$ cat config.mk
export PLATFORM = sky130hd
export DESIGN_NAME = freq_ratio_meas
export DESIGN_NICKNAME = d
export VERILOG_FILES = /design/src/rtl/freq_div_pkg.sv /design/src/rtl/freq_ratio_meas_edge_sync.sv /design/src/rtl/freq_ratio_meas.sv
export SDC_FILE = /design/constraint.sdc
export NUM_CORES = 1
export LEC_CHECK = 0
export ABC_AREA = 1
export CORE_MARGIN = 2
export CORE_UTILIZATION = 45
export DETAILED_ROUTE_END_ITERATION = 6
export DONT_BUFFER_PORTS = 1
export PLACE_DENSITY = 0.58
export SYNTH_ARGS = -nofsm -noshare
export SYNTH_HDL_FRONTEND = slang
export SYNTH_SLANG_ARGS = --single-unit
$ cat constraint.sdc
create_clock -name clk_in -period 4.1 [get_ports clk_in]
set_input_delay 0.41 -clock clk_in [delete_from_list [all_inputs] [get_ports clk_in]]
set_output_delay 0.41 -clock clk_in [all_outputs]
set_load 0.05 [all_outputs]
$ cat src/rtl/freq_div_pkg.sv
// Shared types and constants for the divided-clock ratio checker.
// State encodings and nominal divider periods in reference cycles.
package freq_div_pkg;

   typedef logic [1:0] state_t;

   localparam state_t IDLE    = 2'd0;
   localparam state_t ARMED   = 2'd1;
   localparam state_t MEAS    = 2'd2;
   localparam state_t TIMEOUT = 2'd3;

   localparam int P2X = 2;
   localparam int P3X = 3;
   localparam int P4X = 4;
   localparam int P5X = 5;

endpackage

$ cat src/rtl/freq_ratio_meas_edge_sync.sv
// Samples the divided clock into the reference domain and
// flags rising edges; s_o and rise_o are registered and aligned.
module edge_sync
   import freq_div_pkg::*;
#(
   parameter int SYNC_STAGES = 2
) (
   input  logic clk_i,
   input  logic rst_i,
   input  logic sig_i,
   output logic s_o,
   output logic rise_o
);

   logic s;
   logic s_d_q;
   logic rise_q;

   if (SYNC_STAGES == 0) begin : g_nosync
      assign s = sig_i;
   end else begin : g_sync
      logic [SYNC_STAGES-1:0] sync_q;

      // shift the raw input through the sampling chain
      always_ff @(posedge clk_i or posedge rst_i) begin
         if (rst_i) begin
            sync_q <= '0;
         end else begin
            sync_q[0] <= sig_i;
            for (int i = 1; i < SYNC_STAGES; i++) begin
               sync_q[i] <= sync_q[i-1];
            end
         end
      end

      assign s = sync_q[SYNC_STAGES-1];
   end

   // delayed copy for edge detect, edge registered with its sample
   always_ff @(posedge clk_i or posedge rst_i) begin
      if (rst_i) begin
         s_d_q  <= 1'b0;
         rise_q <= 1'b0;
      end else begin
         s_d_q  <= s;
         rise_q <= s & ~s_d_q;
      end
   end

   assign s_o    = s_d_q;
   assign rise_o = rise_q;

endmodule

$ cat src/rtl/freq_ratio_meas.sv
// Measures period and high time of a divided clock in clk_in
// cycles, reports lock on a stable ratio and flags a dead clock.
module freq_ratio_meas
   import freq_div_pkg::*;
#(
   parameter int SYNC_STAGES = 2,
   parameter int CNT_W       = 8,
   parameter int MAX_PERIOD  = 255,
   parameter int LOCK_CNT    = 3
) (
   input  logic             clk_in,
   input  logic             rst,
   input  logic             en,
   input  logic             sig_in,
   output logic [CNT_W-1:0] period_out,
   output logic [CNT_W-1:0] high_out,
   output logic             meas_valid,
   output logic             locked,
   output logic             err_timeout
);

   localparam int MW = $clog2(LOCK_CNT + 1);
   localparam logic [CNT_W-1:0] CNT_MAX = '1;
   localparam logic [CNT_W-1:0] TMO     = CNT_W'(MAX_PERIOD);
   localparam logic [CNT_W-1:0] ONE     = CNT_W'(1);
   localparam logic [MW-1:0]    LOCK_M  = MW'(LOCK_CNT);
   localparam logic [MW-1:0]    M_ONE   = MW'(1);

   logic s;
   logic rise;

   state_t           state_q, state_d;
   logic [CNT_W-1:0] cnt_q, cnt_d;
   logic [CNT_W-1:0] hcnt_q, hcnt_d;
   logic [CNT_W-1:0] last_q, last_d;
   logic [CNT_W-1:0] period_q, period_d;
   logic [CNT_W-1:0] high_q, high_d;
   logic [MW-1:0]    match_q, match_d;
   logic             valid_q, valid_d;
   logic             locked_q, locked_d;
   logic             err_q, err_d;
   logic [MW-1:0]    match_nxt;

   edge_sync #(
      .SYNC_STAGES(SYNC_STAGES)
   ) u_sync (
      .clk_i (clk_in),
      .rst_i (rst),
      .sig_i (sig_in),
      .s_o   (s),
      .rise_o(rise)
   );

   // next state: counters, FSM, emission and lock tracking
   always_comb begin
      state_d   = state_q;
      last_d    = last_q;
      period_d  = period_q;
      high_d    = high_q;
      match_d   = match_q;
      locked_d  = locked_q;
      err_d     = err_q;
      valid_d   = 1'b0;
      match_nxt = M_ONE;

      if (rise) begin
         cnt_d  = ONE;
         hcnt_d = ONE;
      end else begin
         cnt_d  = (cnt_q == CNT_MAX) ? cnt_q : cnt_q + ONE;
         hcnt_d = (s && hcnt_q != CNT_MAX) ? hcnt_q + ONE : hcnt_q;
      end

      if (match_q != '0 && cnt_q == last_q) begin
         match_nxt = (match_q >= LOCK_M) ? LOCK_M : match_q + M_ONE;
      end

      if (!en) begin
         state_d  = IDLE;
         locked_d = 1'b0;
         err_d    = 1'b0;
         match_d  = '0;
      end else begin
         unique case (state_q)
            IDLE: begin
               state_d = ARMED;
            end
            ARMED: begin
               if (rise) state_d = MEAS;
            end
            MEAS: begin
               if (rise) begin
                  period_d = cnt_q;
                  high_d   = hcnt_q;
                  last_d   = cnt_q;
                  valid_d  = 1'b1;
                  match_d  = match_nxt;
                  locked_d = (match_nxt >= LOCK_M);
               end else if (cnt_q == TMO) begin
                  state_d  = TIMEOUT;
                  err_d    = 1'b1;
                  locked_d = 1'b0;
                  match_d  = '0;
               end
            end
            TIMEOUT: begin
               if (rise) begin
                  state_d = MEAS;
                  err_d   = 1'b0;
               end
            end
            default: begin
               state_d = IDLE;
            end
         endcase
      end
   end

   // state and datapath registers
   always_ff @(posedge clk_in or posedge rst) begin
      if (rst) begin
         state_q  <= IDLE;
         cnt_q    <= '0;
         hcnt_q   <= '0;
         last_q   <= '0;
         period_q <= '0;
         high_q   <= '0;
         match_q  <= '0;
         valid_q  <= 1'b0;
         locked_q <= 1'b0;
         err_q    <= 1'b0;
      end else begin
         state_q  <= state_d;
         cnt_q    <= cnt_d;
         hcnt_q   <= hcnt_d;
         last_q   <= last_d;
         period_q <= period_d;
         high_q   <= high_d;
         match_q  <= match_d;
         valid_q  <= valid_d;
         locked_q <= locked_d;
         err_q    <= err_d;
      end
   end

   assign period_out  = period_q;
   assign high_out    = high_q;
   assign meas_valid  = valid_q;
   assign locked      = locked_q;
   assign err_timeout = err_q;

endmodule

# Word level (Yosys, flattened, before mapping)
# Cells that the tools add are included.
# Widths: inputs -> output; s select.
dict set report word_totals {
  out_inout_bits 19
  reg_bits 43
  word_cells 70
}
dict set report classes {
  mux 27
  n_reduce_logical 10
  n_lt_le_gt_ge 2
  addsub 3
  bitwise 2
  eq_ne 14
}
# operator count
set op_table {}
lappend op_table {{$mux 8} 4}
lappend op_table {{$mux 2} 10}
lappend op_table {{$add 8x1->8 const B} 2}
lappend op_table {{$mux 1} 11}
lappend op_table {{$eq 8x8->1} 1}
lappend op_table {{$eq 8x8->1 const B} 1}
lappend op_table {{$ne 8x8->1 const B} 1}
lappend op_table {{$ne 3x1->1 const B} 2}
lappend op_table {{$ne 3x2->1 const B} 2}
lappend op_table {{$ne 3x3->1 const B} 2}
lappend op_table {{$pmux 2 s3} 1}
lappend op_table {{$reduce_and 3->1} 2}
lappend op_table {{$eq 2x2->1 const B} 2}
lappend op_table {{$ge 2x2->1 const B} 2}
lappend op_table {{$ne 2x1->1 const B} 2}
lappend op_table {{$reduce_and 4->1} 1}
lappend op_table {{$reduce_bool 2->1} 2}
lappend op_table {{$add 2x1->2 const B} 1}
lappend op_table {{$eq 2x1->1 const B} 1}
lappend op_table {{$logic_and 1x1->1} 2}
lappend op_table {{$logic_not 2->1} 1}
lappend op_table {{$pmux 1 s2} 1}
lappend op_table {{$reduce_and 2->1} 1}
lappend op_table {{$reduce_or 2->1} 1}
lappend op_table {{other kinds (2)} 2}

# Depth between registers and ports, before layout
dict set report depth {
  word_depth 7
  ltp_mapped 9
  depth_no_buf 9
}

# Modules after synthesis
# Synthesis repeated with hierarchy kept, for this count alone.
dict set report unflattened {
  hier_cells 243
  hier_area_um2 2069.5
}
# module area_each_um2 seq_area_each_um2 cells_each instances
set modules_own_cells {}
lappend modules_own_cells {freq_ratio_meas 1955.6 975.9 236 1}
lappend modules_own_cells {edge_sync 113.9 100.1 7 1}

# Worst setup path before layout
# No wires, ideal clock.
dict set report synth_timing {
  path_type {flip-flop to flip-flop}
  startpoint {register period_out[6] (netlist name)}
  endpoint {register match_q[0]}
  setup_time_ns 0.116
  path_buffers 0
  stages_incl_launch_ff 10
  arrival_ns 1.267
  synth_period_minus_slack_ns 1.383
  setup_slack_ns 2.717
  t_required_ns 3.984
  cell_sequence {dfrtp_1 > inv_1 > nand2_1 > nand2_1 > nor2_1 > nand2_1 > nor2_1 > nand3_1 > nand2_1 > nand2_1}
}
# item line_no
set synth_lines {}
lappend synth_lines {{end signal: assignment} freq_ratio_meas.sv:139} ;# match_q <= match_d;
lappend synth_lines {{end: declaration} freq_ratio_meas.sv:38} ;# logic [MW-1:0] match_q, match_d;

# Final worst setup path
dict set report layout_timing {
  startpoint {register u_sync.rise_q, in the netlist u_sync.rise_o}
  endpoint {register state_q[0]}
}
dict set report layout_between {
  elab_chain_cells 2
  word_cells_on_any_way 3
}
# item line_no
set layout_lines {}
lappend layout_lines {{start: declaration} freq_ratio_meas_edge_sync.sv:17} ;# logic rise_q;
lappend layout_lines {{start signal: assignment} freq_ratio_meas_edge_sync.sv:46} ;# rise_q <= s & ~s_d_q;
lappend layout_lines {{$ne 3x3->1 (no line) or $ne 3x2->1 (tied branches)} -}
lappend layout_lines {{$reduce_and 3->1 (no line) *} -}
lappend layout_lines {{end signal: assignment} freq_ratio_meas.sv:133} ;# state_q <= state_d;
lappend layout_lines {{end: declaration} freq_ratio_meas.sv:32} ;# state_t state_q, state_d;
# Mark *: on every way between the ends. The rest lies on a longest branch, timed or not.
# A chain may end at the register's enable or synchronous reset.

==> results.cfg <==
[layout]
antenna_cells_inserted = 0
nets = 248
stdcell_count = 295
area.growth.synth_to_final_pct = 6.53
fillers = 431
layout_commonest_cell = sky130_fd_sc_hd__nand2_1
top_library_cells_by_usage_in_the_layout_fill_and_taps_aside = sky130_fd_sc_hd__nand2_1 (66), sky130_fd_sc_hd__dfrtp_1 (43), sky130_fd_sc_hd__inv_1 (33), sky130_fd_sc_hd__o21ai_0 (26), sky130_fd_sc_hd__nor2_1 (16)
layout-drive-gt1-share = 0.0617

[setup_path]
crit_arrival_ns = 2.06
timing.critical_path.from_type = flop
critical_path_sink_type = flop
worst-path-buf-inv = 1
worst-endpoint-required_ns = 4.29
timing.setup.critical_path_class = reg2reg
timing.critical_path.cells = nand2_1 > nor2_4 > inv_1 > a31o_2
crit_fanout = 21
kind_of_cell_adding_the_most_delay_to_the_critical_path = flip-flops
rr_startpoint = u_sync.rise_o$_DFF_PP0_
timing.critical_path.from = u_sync.rise_o$_DFF_PP0_
cpPeakStageDelay_ns = 0.56
worst_path_max_delay_cell = sky130_fd_sc_hd__dfrtp_1

[synthesis]
compound_gate_fraction_of_synth_area = 0.108
synth.cell_area_sq_mm = 0.00201
synth_warnings = 0
yosys-top-cells-area = sky130_fd_sc_hd__dfrtp_1 (54%), sky130_fd_sc_hd__nand2_1 (12%), sky130_fd_sc_hd__o21ai_0 (6.5%)
postSynthNetCount = 245
post-synth-top-area-cell = sky130_fd_sc_hd__dfrtp_1
yosys_register_bits = 43
synth.avg_cell_area_sq_um = 8.41
yosys-mux-area-fraction = 0
synth_seq_area_share = 0.535
yosys.area_share.adder = 0.0124
synthDominantCellAreaShare = 0.535
synthXorXnorAreaFrac = 0.0305
main_combinational_cell_family_by_area_after_synthesis = simple AND/OR/NAND/NOR gates
synth_cell_type_count = 27
post_synth_inst_count = 239
fraction_of_the_mapped_netlist_area_in_simple_logic_gates = 0.238

[power]
leakagePower_nw = 1.04
clkPwrFrac = 0.248
power_per_cell_area_mw_per_mm2 = 504
power_switching_share = 0.382
internal-power_mw = 0.667
sequentialPowerShare = 0.608
ir_drop_mv = 0.236
power.net_switching_mw = 0.412
totalPowerFinal_mw = 1.08
combPwrFrac = 0.145

[die]
pin_count = 23
core_region_area_sq_mm = 0.00432
die_width_um = 70.8
die-area_sq_mm = 0.00502
total_number_of_placement_rows = 24
die_height_um = 70.8
initial_core_util = 0.465

[clock_network]
tritoncts_buffers = 5
cts_buffer_depth = 2
root_cell_of_the_clock_tree = sky130_fd_sc_hd__clkbuf_8
insertion_delay_ns = 0.29
tritoncts_clock_tree = done
cts.sink_count = 43
h_tree_levels = 2
post_cts_buffers = 0
clk_pin_slew_worst_paths_ns = 0.09
cts.repair.resized = 0
cts_hold_buf = 0

[placed_design]
placed_instances = 287
hpwlAfterDp_um = 2610
numPortBuffers = 0
place.gp.congestion = 0.826

[detailed_routing]
route.antenna.remaining_nets = 0
routed_wire_length_per_instance_um = 12.5
drcViolationCount = 0
drt-initial-drc-count = 38
overall_routed_net_length_um = 3690
detail_route.vias_per_cell = 4.99
detailroute.via_count = 1473
first_pass_iters = 4

[timing]
fin_tns_setup_ns = 0
rsz0062_at_grt = false
post-route-min-period_ns = 1.86
setup_viol_count_final = 0
skew_ns = 0.00812
relSlewSlack = 0.641
fin_worst_hold_slack_ns = 0.122
timing.fmax_mhz = 536
post-route-period-util = 0.455
timing.final.hold_violations = 0
timing.final.max_slew_violations = 0
max_slew.worst_pin.slew_ns = 0.539

[global_routing]
grt.total_usage = 0.170
grt_first_pass_wirelength_um = 6690
via_count_of_the_first_global_routing_pass = 1434
largest_net_degree_at_the_start_of_global_routing = 44
antenna_violations_before_repair = 0
globalRoute.totalOverflow = 0

[min_path]
worstHoldPathType = in2async

[job]
cap_violations = 0

[run_status]
status = finished, final reports clean
[stage by stage]
stage / area (sq um) / utilization / setup WS [ns]
2_1_floorplan: 2010 / - / 2.69
3_3_place_gp: 2060 / 0.476 / 2.27
3_5_place_dp: 2060 / 0.476 / 2.23
4_1_cts: 2140 / 0.495 / 2.22
5_1_grt: 2140 / 0.495 / 2.06
6_report: 2140 / 0.495 / 2.24
[flip-flops by register name, indices dropped and copies added (netlist names), 2 cells and up]
| name | flops |
|---|---|
| high_out | 8 |
| u_sync.g_sync.sync_q | 2 |
| period_out | 8 |
| match_q | 2 |
| hcnt_q | 8 |
| state_q | 2 |
| cnt_q | 8 |
[cells in the mapped netlist, drive strengths merged]
master  count
buf         4
a31o        1
clkbuf      1
or2         2
ha          2
o22ai       1
nand2      67
a311oi      1
o211ai      1
a21oi       5
a31oi       2
xor2        4
nand3      13
nor3        3
xnor2       3
inv        34
o31ai       1
o21ai      28
dfrtp      43
nand4       5
nor2       18
[worst paths after layout]
path	slack [ns]	end	depth (start not counted)
min reg2reg	0.35	u_sync.g_sync.sync_q[1]$_DFF_PP0_	0
max	2.24	state_q[0]$_DFFE_PP0P_	4
max reg2reg	2.24	state_q[0]$_DFFE_PP0P_	4
min	0.12	hcnt_q[6]$_DFFE_PP0P_	2
max in group asynchronous	3.61	cnt_q[4]$_DFFE_PP0P_	2
min in group clk_in	0.14	u_sync.g_sync.sync_q[0]$_DFF_PP0_	0
[routing by layer]
metal,up-vias,track usage,part of all wire,wire length [um]
li1,768,-,-,-
met1,679,0.210,0.47,1750
met2,20,0.285,0.48,1780
met3,6,0.0484,0.030,112
met4,0,0.0608,0.014,53
met5,-,0,0,0
[cells by family after synthesis]
kind of cell | Yosys count
and+or+nand+nor | 108
DFF | 43
AOI/OAI and AO/OA | 40
buffers and inverters | 39
xor gates and xnor gates | 7
adders and majority gates | 2
[power by group through the flow]
stage	clock network [mW]	registers (mW)	logic, mW
after global placement	0	0.665	0.157
after global routing	0.295	0.668	0.188
after floorplan	0	0.649	0.135
final	0.268	0.656	0.156
after CTS	0.274	0.657	0.160
after detailed placement	0	0.666	0.159
[cell type report]
class	instances	area (sq um)	share of cell area
flip-flops and latches	43	1080	0.502
clock buffers	6	72.6	0.0339
well taps	52	65.1	0.0304
clock inverters	2	12.5	0.00584
multi-input cells	157	781	0.364
repair buffers	1	7.51	0.00350
inverters	34	128	0.0596
Note: power is estimated with default switching activity, not from simulation.
